File: config.mk
export PLATFORM = sky130hd
export DESIGN_NAME = pixel_expander_flat
export DESIGN_NICKNAME = d
export VERILOG_FILES = /design/src/rtl/pixel_expander_if.sv /design/src/rtl/pixel_expander.sv /design/src/flat_wrapper.sv
export SDC_FILE = /design/constraint.sdc
export NUM_CORES = 1
export LEC_CHECK = 0
export BUFFER_PORTS_ARGS = -buffer_cell sky130_fd_sc_hd__buf_2
export CORE_ASPECT_RATIO = 1.5
export CORE_MARGIN = 5
export CORE_UTILIZATION = 54
export CTS_CLUSTER_SIZE = 16
export DETAILED_ROUTE_END_ITERATION = 7
export HOLD_SLACK_MARGIN = 0.12
export PLACE_DENSITY = 0.74
export REMOVE_ABC_BUFFERS = 1
export SLEW_MARGIN = 10
export SYNTH_ARGS = -nofsm -noshare
export SYNTH_HDL_FRONTEND = slang
export SYNTH_SLANG_ARGS = --single-unit
File: constraint.sdc
create_clock -name i_clk -period 8.1 [get_ports i_clk]
set_clock_uncertainty 0.05 [all_clocks]
set_input_delay 0.405 -clock i_clk [delete_from_list [all_inputs] [get_ports i_clk]]
set_output_delay 0.405 -clock i_clk [all_outputs]
set_load 0.005 [all_outputs]
File: src/rtl/pixel_expander_if.sv
// Capture/expansion bus of pixel_expander: memory A read side, start/status
// handshake and the valid/ready byte stream toward memory B.
interface pixel_expander_if #(
  parameter int N_PIX = 64,
  parameter int DW    = 8
);
  localparam int AW  = $clog2(N_PIX);
  localparam int OAW = $clog2(3*N_PIX);

  logic           rd_en;
  logic [AW-1:0]  rd_addr;
  logic [DW-1:0]  rd_data;
  logic           data_rdy;
  logic           busy;
  logic           data_done;
  logic           frame_err;
  logic           out_valid;
  logic           out_ready;
  logic [DW-1:0]  out_data;
  logic [OAW-1:0] out_addr;

  modport master (
    output rd_en, rd_addr, rd_data, data_rdy, out_ready,
    input  busy, data_done, frame_err, out_valid, out_data, out_addr
  );

  modport slave (
    input  rd_en, rd_addr, rd_data, data_rdy, out_ready,
    output busy, data_done, frame_err, out_valid, out_data, out_addr
  );
endinterface

File: src/rtl/pixel_expander.sv
// Buffers a frame of RGB332 pixels read from memory A and streams it back out
// as RGB888 component bytes (R,G,B per pixel) toward memory B.
module pixel_expander #(
  parameter int N_PIX = 64,
  parameter int DW    = 8
) (
  input  logic             i_clk,
  input  logic             i_reset,
  pixel_expander_if.slave  bus
);
  localparam int AW  = $clog2(N_PIX);
  localparam int OAW = $clog2(3*N_PIX);
  localparam int CW  = $clog2(N_PIX+1);

  typedef enum logic [1:0] {S_IDLE, S_EXPAND, S_DONE} state_t;

  state_t          r_state;
  logic [DW-1:0]   r_buf [N_PIX];
  logic            r_rd_en_d;
  logic [AW-1:0]   r_rd_addr_d;
  logic [CW-1:0]   r_cap_cnt;
  logic [AW-1:0]   r_pix;
  logic [1:0]      r_comp;
  logic            r_busy, r_done, r_err, r_valid;
  logic [DW-1:0]   r_data;
  logic [OAW-1:0]  r_addr;

  logic            w_cap_we, w_xfer, w_last;
  logic [AW-1:0]   w_npix;
  logic [1:0]      w_ncomp;

  // Bit replication widens each 3/3/2-bit field to a full-scale byte.
  function automatic logic [DW-1:0] expand(input logic [DW-1:0] p, input logic [1:0] c);
    case (c)
      2'd0:    expand = {p[7:5], p[7:5], p[7:6]};
      2'd1:    expand = {p[4:2], p[4:2], p[4:3]};
      default: expand = {p[1:0], p[1:0], p[1:0], p[1:0]};
    endcase
  endfunction

  // A return landing on the start cycle is dropped so frame_err matches the buffer.
  assign w_cap_we = r_rd_en_d && (r_state == S_IDLE) && !bus.data_rdy;
  assign w_xfer   = r_valid && bus.out_ready;
  assign w_last   = (r_addr == OAW'(3*N_PIX-1));
  assign w_ncomp  = (r_comp == 2'd2) ? 2'd0 : r_comp + 2'd1;
  assign w_npix   = (r_comp == 2'd2) ? r_pix + 1'b1 : r_pix;

  always_ff @(posedge i_clk or negedge i_reset) begin
    if (!i_reset) begin
      r_rd_en_d   <= 1'b0;
      r_rd_addr_d <= '0;
      for (int i = 0; i < N_PIX; i++) r_buf[i] <= '0;
    end else begin
      r_rd_en_d   <= bus.rd_en;
      r_rd_addr_d <= bus.rd_addr;
      if (w_cap_we) r_buf[r_rd_addr_d] <= bus.rd_data;
    end
  end

  always_ff @(posedge i_clk or negedge i_reset) begin
    if (!i_reset) begin
      r_state   <= S_IDLE;
      r_cap_cnt <= '0;
      r_pix     <= '0;
      r_comp    <= 2'd0;
      r_busy    <= 1'b0;
      r_done    <= 1'b0;
      r_err     <= 1'b0;
      r_valid   <= 1'b0;
      r_data    <= '0;
      r_addr    <= '0;
    end else begin
      case (r_state)
        S_IDLE: begin
          if (w_cap_we && r_cap_cnt != CW'(N_PIX)) r_cap_cnt <= r_cap_cnt + 1'b1;
          if (bus.data_rdy) begin
            r_state <= S_EXPAND;
            r_err   <= (r_cap_cnt != CW'(N_PIX));
            r_pix   <= '0;
            r_comp  <= 2'd0;
            r_addr  <= '0;
            r_valid <= 1'b1;
            r_busy  <= 1'b1;
            r_data  <= expand(r_buf[0], 2'd0);
          end
        end
        S_EXPAND: begin
          if (w_xfer) begin
            if (w_last) begin
              r_state <= S_DONE;
              r_valid <= 1'b0;
              r_data  <= '0;
              r_addr  <= '0;
              r_done  <= 1'b1;
            end else begin
              r_addr  <= r_addr + 1'b1;
              r_comp  <= w_ncomp;
              r_pix   <= w_npix;
              r_data  <= expand(r_buf[w_npix], w_ncomp);
            end
          end
        end
        S_DONE: begin
          r_done    <= 1'b0;
          r_busy    <= 1'b0;
          r_cap_cnt <= '0;
          r_state   <= S_IDLE;
        end
        default: r_state <= S_IDLE;
      endcase
    end
  end

  assign bus.busy      = r_busy;
  assign bus.data_done = r_done;
  assign bus.frame_err = r_err;
  assign bus.out_valid = r_valid;
  assign bus.out_data  = r_data;
  assign bus.out_addr  = r_addr;
endmodule

File: src/flat_wrapper.sv
// flat-port wrapper written by rule: the top's interface ports become plain ports
module pixel_expander_flat 
#(
  parameter int N_PIX = 64,
  parameter int DW    = 8
)
  (i_clk, i_reset, bus_rd_en, bus_rd_addr, bus_rd_data, bus_data_rdy, bus_out_ready, bus_busy, bus_data_done, bus_frame_err, bus_out_valid, bus_out_data, bus_out_addr);
  pixel_expander_if #(.N_PIX(N_PIX), .DW(DW)) bus_i ();
  input  logic i_clk;
  input  logic i_reset;
  input wire logic [$bits(bus_i.rd_en)-1:0] bus_rd_en;
  input wire logic [$bits(bus_i.rd_addr)-1:0] bus_rd_addr;
  input wire logic [$bits(bus_i.rd_data)-1:0] bus_rd_data;
  input wire logic [$bits(bus_i.data_rdy)-1:0] bus_data_rdy;
  input wire logic [$bits(bus_i.out_ready)-1:0] bus_out_ready;
  output wire logic [$bits(bus_i.busy)-1:0] bus_busy;
  output wire logic [$bits(bus_i.data_done)-1:0] bus_data_done;
  output wire logic [$bits(bus_i.frame_err)-1:0] bus_frame_err;
  output wire logic [$bits(bus_i.out_valid)-1:0] bus_out_valid;
  output wire logic [$bits(bus_i.out_data)-1:0] bus_out_data;
  output wire logic [$bits(bus_i.out_addr)-1:0] bus_out_addr;
  assign bus_i.rd_en = bus_rd_en;
  assign bus_i.rd_addr = bus_rd_addr;
  assign bus_i.rd_data = bus_rd_data;
  assign bus_i.data_rdy = bus_data_rdy;
  assign bus_i.out_ready = bus_out_ready;
  assign bus_busy = bus_i.busy;
  assign bus_data_done = bus_i.data_done;
  assign bus_frame_err = bus_i.frame_err;
  assign bus_out_valid = bus_i.out_valid;
  assign bus_out_data = bus_i.out_data;
  assign bus_out_addr = bus_i.out_addr;
  pixel_expander #(.N_PIX(N_PIX), .DW(DW)) u_core (.i_clk(i_clk), .i_reset(i_reset), .bus(bus_i));
endmodule
==> results of run 1 <==
layout by cell type, fill, tap and decap left out, drive strengths merged, types with 4 or more instances in the layout:
cell	synthesis	final
xor2	6	6
clkbuf	109	71
dfrtp	554	554
mux2i	200	200
nand2b	6	6
nand4	10	10
nand2	149	149
nor3b	5	5
a311oi	4	4
a31oi	5	5
nor2b	29	29
ha	4	4
a22oi	108	108
dlygate4sd3	0	9
o22ai	27	27
xnor2	7	7
clkinv	0	18
mux2	550	550
and2	6	6
a21oi	69	69
nand3b	9	9
and3	4	4
inv	7	7
o221ai	6	6
buf	72	82
mux4	31	31
a22o	18	18
o21ai	58	58
nand3	27	27
a2111oi	14	14
a221oi	6	6
a311o	4	4
a211oi	43	43
nor3	12	12
nor2	69	69
worst max-delay path, delay by kind of cell (launching register included):
family          cells  cell delay, ns
buf+inv             1            0.71
compound gates      7            2.41
simple gates        1            0.76
flops               1            1.08
stage by stage:
step	setup WS, ns	utilization (%)	hold WS, ns
finish	2.94	59.4	0.155
global route	2.81	59.4	0.191
CTS	3.12	59.3	0.145
detailed placement	3.19	55.8	0.418
global placement	3.27	55.8	0.407
floorplan	-3.03	-	0.0594
area by class of cell:
class / count / area (um2) / share of cell area (%)
Clock buffer: 71 / 1540 / 5.04
Clock inverter: 22 / 199 / 0.650
Inverter: 7 / 26.3 / 0.0859
Multi-Input combinational cell: 1535 / 13500 / 44.1
Sequential cell: 554 / 13900 / 45.3
Tap cell: 676 / 846 / 2.76
Timing Repair Buffer: 91 / 633 / 2.07
synth_stat cells (4+ instances only):
| library cell | n | area [um2] |
|---|---|---|
| a2111oi_0 | 14 | 123 |
| a211oi_1 | 43 | 323 |
| a21oi_1 | 69 | 345 |
| a221oi_1 | 6 | 52.6 |
| a22o_1 | 18 | 158 |
| a22oi_1 | 108 | 811 |
| a311o_1 | 4 | 40.0 |
| a311oi_1 | 4 | 35.0 |
| a31oi_1 | 5 | 31.3 |
| and3_1 | 4 | 25.0 |
| buf_1 | 13 | 48.8 |
| buf_2 | 47 | 235 |
| buf_4 | 12 | 90.1 |
| clkbuf_1 | 109 | 409 |
| dfrtp_1 | 554 | 13900 |
| ha_1 | 4 | 50.1 |
| inv_1 | 6 | 22.5 |
| mux2_2 | 549 | 6180 |
| mux2i_1 | 200 | 2000 |
| mux4_2 | 31 | 698 |
| nand2_1 | 149 | 559 |
| nand2b_1 | 6 | 37.5 |
| nand3_1 | 27 | 135 |
| nand3b_1 | 8 | 60.1 |
| nand4_1 | 10 | 62.6 |
| nor2_1 | 69 | 259 |
| nor2b_1 | 29 | 181 |
| nor3_1 | 12 | 60.1 |
| nor3b_1 | 5 | 37.5 |
| o21ai_0 | 47 | 235 |
| o21ai_1 | 11 | 55.1 |
| o221ai_1 | 6 | 52.6 |
| o22ai_1 | 27 | 169 |
| xnor2_1 | 5 | 43.8 |
| xor2_1 | 6 | 52.6 |
state kept, by name (all words and copies together), names as in the netlist:
signal                count
u_core.bus.busy           1
u_core.r_comp             2
u_core.r_cap_cnt          7
u_core.bus.out_valid      1
u_core.r_state            2
u_core.r_rd_addr_d        6
u_core.bus.out_data       6
u_core.bus.frame_err      1
u_core.r_rd_en_d          1
u_core.r_buf            512
u_core.bus.out_addr       8
u_core.r_pix              6
u_core.bus.data_done      1
logic make-up (layout without fill, tap and decap cells):
family | Yosys count | count (layout)
compound gates | 385 | 385
xor+xnor | 13 | 13
fa+ha+maj | 4 | 4
buf+inv | 188 | 191
flops | 554 | 554
mux | 781 | 781
simple gates | 352 | 352
metal layers:
metal  GRT usage, %  vias up  routed length, um
li1               -     8390                  -
met1           35.0    10300              30500
met2           48.8      958              40500
met3           4.83      288               6250
met4           17.7        0               6050
met5              0        -                  0
power by group through the flow:
stage,Clock (mW),Combinational (mW),Sequential [mW]
floorplan,0,1.19,3.04
detailed placement,0,1.89,3.03
finish,2.50,1.95,2.99
global route,2.64,2.02,2.99
CTS,2.53,1.90,2.98
global placement,0,1.86,3.02
worst paths after layout:
check                                                           to  slack [ns]  depth (start not counted)
worst max-delay path            u_core.bus.out_data[4]$_DFFE_PN0P_        2.94                          9
worst min-delay path                 u_core.r_state[1]$_DFFE_PN0P_        0.16                          3
worst max register to register  u_core.bus.out_data[4]$_DFFE_PN0P_        2.94                          9
worst min register to register         u_core.bus.busy$_DFFE_PN0P_        0.43                          2
max in group asynchronous            u_core.r_buf[135]$_DFFE_PN0P_        5.80                          4
min in group asynchronous            u_core.r_buf[316]$_DFFE_PN0P_        0.40                          2
==> out/results.ini, run 1 <==
[run_status]
result_of_the_run = complete, no violations

[routing]
detail_route.iter0.violations = 1823
wirelength_um = 83400
dr_total_vias = 19900
avgViaCountPerCell = 6.73
first_pass_iters = 8
wire_length_per_cell_um = 28.2
ant_nets = 0
remaining_drc_errors = 0

[power]
netSwitchingFraction_pct = 33.3
comb_power_share_pct = 26.2
cellLeakagePower_nw = 14.0
powerDensity_nw_per_um2 = 243
power_report.internal_total_mw = 4.95
total_power_mw = 7.43
power_frac_seq_pct = 40.2
p_switching_mw = 2.48
vdd.ir_drop.worst_uv = 174
power.share.clock_pct = 33.6

[die]
fp.coreArea_um2 = 51600
rows = 102
floorplan.io_pins = 39
die_w_um = 196
fp.dieArea_um2 = 56700
die_h_um = 289
starting_density_of_the_core_pct = 54.5

[synth]
synth_mux_area_share_pct = 31.7
synth_enable_flop_cells = 0
postSynthAreaPerCell_um2 = 12.3
largest_family_of_logic_cells_by_synthesized_area = multiplexers
synth_simple_gate_area_share_pct = 6.03
synth-xor-area-share_pct = 0.499
synth.ff_latch_count = 554
post_synthesis_sequential_area_ratio_pct = 49.4
synthCells = 2277
synthArstFlopShare_pct = 100
synth-warning-count = 0
synth_area_um2 = 28100
synth_cell_types = 71
synth_top_flop_cell = dfrtp_1
compound_gate_fraction_of_synth_area_pct = 9.36
synth_fa_ha_area_share_pct = 0.178

[finish]
layoutNonFillerInstCount = 2956
flow.area_growth_from_synthesis_pct = 9.01
post_route_cells_drive_above_1_share_pct = 34.0
diodes = 0
nNetsFinal = 2263
fill_cells = 4121
finalInstanceArea_um2 = 30600

[critical_path]
critical_path.reg2reg.startpoint = u_core.r_pix[1]$_DFFE_PN0P_
path_common_cell = o221ai_1
criticalPathCategory = register to register
critical_path.max_fanout = 57
crit_chain = buf_4 > a21boi_0 > a32oi_1 > and2_1 > a21oi_1 > a2111oi_0 > o221ai_1 > o221ai_1 > o21ai_1
worst_path_largest_cell_delay_ns = 1.13
crit_path_start_kind = register
critical_path_arrival_ns = 5.57
worstSetupStartpoint = u_core.r_pix[1]$_DFFE_PN0P_
critPathRequiredTime_ns = 8.50
endpoint_kind = register
cp_slowest_cell = a2111oi_0

[global_route]
global_route.overflow_total = 0
first_pass_grt_wire_length_um = 126000
grt_max_degree = 180
aggregate_global_route_resource_usage_pct = 29.0
vias_in_the_first_global_route = 20500
grt_antenna_before_repair = 0

[clocking]
cts.sink_count = 554
tritoncts_clock_tree = done
cts.hold.buffers_added = 9
cts_resized = 0
cts_made_buffers = 51
clk_pin_slew_ns = 0.07
clock_path_buffers = 3
clock-root-buffer = clkbuf_16
htree_levels = 2
clock_insertion_delay_worst_skew_ns = 0.58
post-cts-setup-buffers = 0

[timing]
worst_pin_slew_ns = 1.29
summed_negative_setup_slack_over_all_endpoints_ns = 0
timing.final.crit_period_ns = 5.16
grt_setup_unrepaired = false
timing.final.crit_share_pct = 63.7
timing.max_slew.rel_slack_pct = 11.6
final-max-slew-violation-count = 0
finalHoldViolations = 0
max_freq_mhz = 194
setup_violations = 0

[run]
max_cap_violations = 0

[placement]
gp_routability_congestion = 0.988
dpl.hpwl_um = 54300
placedInstanceArea_um2 = 28800
post-place-cells = 2853
io_buffer_count = 38

[worst_hold_path]
hp-class = input port to register
hold_start = bus_out_ready

(Power assumes the default switching activity.)
==> run 2, diff against run 1 <==
--- a/config.mk
+++ b/config.mk
@@ -12,7 +12,7 @@
 export CTS_CLUSTER_SIZE = 16
 export DETAILED_ROUTE_END_ITERATION = 7
 export HOLD_SLACK_MARGIN = 0.12
-export PLACE_DENSITY = 0.74
+export PLACE_DENSITY = 0.77
 export REMOVE_ABC_BUFFERS = 1
 export SLEW_MARGIN = 10
 export SYNTH_ARGS = -nofsm -noshare
==> constraint.sdc (replaced) <==
create_clock -name i_clk -period 4.6 [get_ports i_clk]
set_clock_uncertainty 0.05 [all_clocks]
set_input_delay 0.23 -clock i_clk [delete_from_list [all_inputs] [get_ports i_clk]]
set_output_delay 0.23 -clock i_clk [all_outputs]
set_load 0.005 [all_outputs]
==> run 2 against run 1 <==
Flip-flop and latch count unchanged. Via count about the same. Register-to-register slack worse by 2.4 ns. Combinational power up 75%.
==> out/results.ini, run 2 (synthesized netlist as in run 1, its figures left out) <==
[die]
rows = 102
die_h_um = 289
die_w_um = 196
fp.coreArea_um2 = 51600
floorplan.io_pins = 39
fp.dieArea_um2 = 56700
starting_density_of_the_core_pct = 54.5

[timing]
worst_pin_slew_ns = 1.27
final-max-slew-violation-count = 0
max_freq_mhz = 246
final_critical_path_setup_slack_ns = 0.535
finalHoldViolations = 0
timing.final.crit_share_pct = 88.4
timing.max_slew.rel_slack_pct = 15.2
setup_violations = 0
timing.final.crit_period_ns = 4.07
grt_setup_unrepaired = false
summed_negative_setup_slack_over_all_endpoints_ns = 0

[clocking]
clock-root-buffer = clkbuf_16
clk_pin_slew_ns = 0.06
clock_path_buffers = 3
tritoncts_clock_tree = done
cts_made_buffers = 52
htree_levels = 2
cts.sink_count = 554
clock_insertion_delay_worst_skew_ns = 0.59
post-cts-setup-buffers = 0

[finish]
fill_cells = 4021
most-common-layout-cells = dfrtp_1, mux2_2, mux2i_1, nand2_1, a22oi_1
post_route_cells_drive_above_1_share_pct = 33.9
nNetsFinal = 2283
largest_register_ffs = 512
leading_cell_type_in_the_layout_fill_and_taps_excluded = dfrtp_1
layoutNonFillerInstCount = 2974
multi_input_area_um2 = 13500
largest-register = u_core.r_buf
area.sequential_um2 = 13900
diodes = 0
flow.area_growth_from_synthesis_pct = 9.56

[critical_path]
cp_slowest_cell = dfrtp_1
endpoint_kind = register
crit_path_start_kind = register
timing.critical_path.buf_inv = 3
worst_path_largest_cell_delay_ns = 0.93
critical_path.max_fanout = 25
criticalPathCategory = register to register
critical_path_arrival_ns = 4.48
critPathRequiredTime_ns = 5.02
crit_chain = and2b_4 > buf_4 > o22ai_4 > buf_12 > a22oi_1 > a21oi_1 > a2111oi_0 > buf_4 > o221ai_1 > o221ai_1 > o21ai_1
path_delay_family = compound AO/OA/AOI/OAI gates

[power]
power_frac_seq_pct = 40.7
p_switching_mw = 4.30
vdd.ir_drop.worst_uv = 313
power.share.clock_pct = 33.1
power_report.internal_total_mw = 8.76
comb_power_share_pct = 26.2
total_power_mw = 13.1
cellLeakagePower_nw = 14.1
netSwitchingFraction_pct = 32.9
powerDensity_nw_per_um2 = 425

[worst_hold_path]
hp-class = input port to register

[routing]
dr_total_vias = 19900
ant_nets = 0
detail_route.iter0.violations = 1836
remaining_drc_errors = 0
wire_length_per_cell_um = 27.0
first_pass_iters = 7
avgViaCountPerCell = 6.68
wirelength_um = 80200

[global_route]
first_pass_grt_wire_length_um = 124000
aggregate_global_route_resource_usage_pct = 28.0
global_route.overflow_total = 0
grt_antenna_before_repair = 2
grt_max_degree = 143
vias_in_the_first_global_route = 20500

[placement]
post-place-cells = 2872
place_ws_ns = 0.727
gp_routability_congestion = 0.938
dpl.hpwl_um = 53200
io_buffer_count = 38

[run]
max_cap_violations = 0

[run_status]
result_of_the_run = complete, no violations

## run 2: cell count changes in the layout (fill, tap and decap cells not counted), sizes merged
cell,previous run,this run
buf,82,100
clkinv,18,10
clkbuf,71,76
inv,7,9
bufinv,3,4
clkinvlp,1,0
dlygate4sd3,9,10
## run 2: repair_timing
action	CTS	global route
endpoints found under the hold margin	117	0
resized for setup	0	0
hold buffers	10	0
## run 2: per-stage QoR
stage | hold WS [ns] | utilization, % | instance area [um2]
2_1_floorplan | -0.116 | - | 27300
3_3_place_gp | 0.290 | 56.2 | 29000
3_5_place_dp | 0.290 | 56.2 | 29000
4_1_cts | 0.201 | 59.7 | 30800
5_1_grt | 0.232 | 59.7 | 30800
6_report | 0.233 | 59.7 | 30800
## run 2: routing by layer
metal	vias to the layer above	GRT usage [%]	part of all wire (%)
met5	-	0	0.016
met3	260	3.90	6.6
met2	922	47.3	49
met4	2	13.6	5.2
li1	8419	-	-
met1	10300	35.8	39
## run 2: power by group through the flow
| stage | clock network, mW | registers, mW | logic (mW) |
|---|---|---|---|
| 2_1_floorplan | 0 | 5.51 | 2.71 |
| 3_3_place_gp | 0 | 5.37 | 3.29 |
| 3_5_place_dp | 0 | 5.39 | 3.34 |
| 4_1_cts | 4.37 | 5.30 | 3.36 |
| 5_1_grt | 4.58 | 5.33 | 3.59 |
| 6_report | 4.32 | 5.32 | 3.42 |
## run 2: cell type report
type / instances / share of cell area [%]
Timing Repair Buffer: 110 / 2.77
Clock inverter: 16 / 0.622
Sequential cell: 554 / 45.1
Tap cell: 676 / 2.75
Multi-Input combinational cell: 1535 / 43.8
Clock buffer: 76 / 4.85
Inverter: 7 / 0.0854
## run 2: path summary, 6_finish.rpt
kind	start	endpoint	cells after the start	slack [ns]
worst max-delay path	u_core.r_comp[1]$_DFFE_PN0P_	u_core.bus.out_data[3]$_DFFE_PN0P_	11	0.53
min in group asynchronous	i_reset	u_core.r_buf[41]$_DFFE_PN0P_	2	0.26
worst min register to register	u_core.bus.busy$_DFFE_PN0P_	u_core.bus.busy$_DFFE_PN0P_	2	0.43
max in group asynchronous	i_reset	u_core.r_buf[329]$_DFFE_PN0P_	3	2.91
worst min-delay path	bus_rd_addr[5]	u_core.r_rd_addr_d[5]$_DFF_PN0_	2	0.23
worst max register to register	u_core.r_comp[1]$_DFFE_PN0P_	u_core.bus.out_data[3]$_DFFE_PN0P_	11	0.53
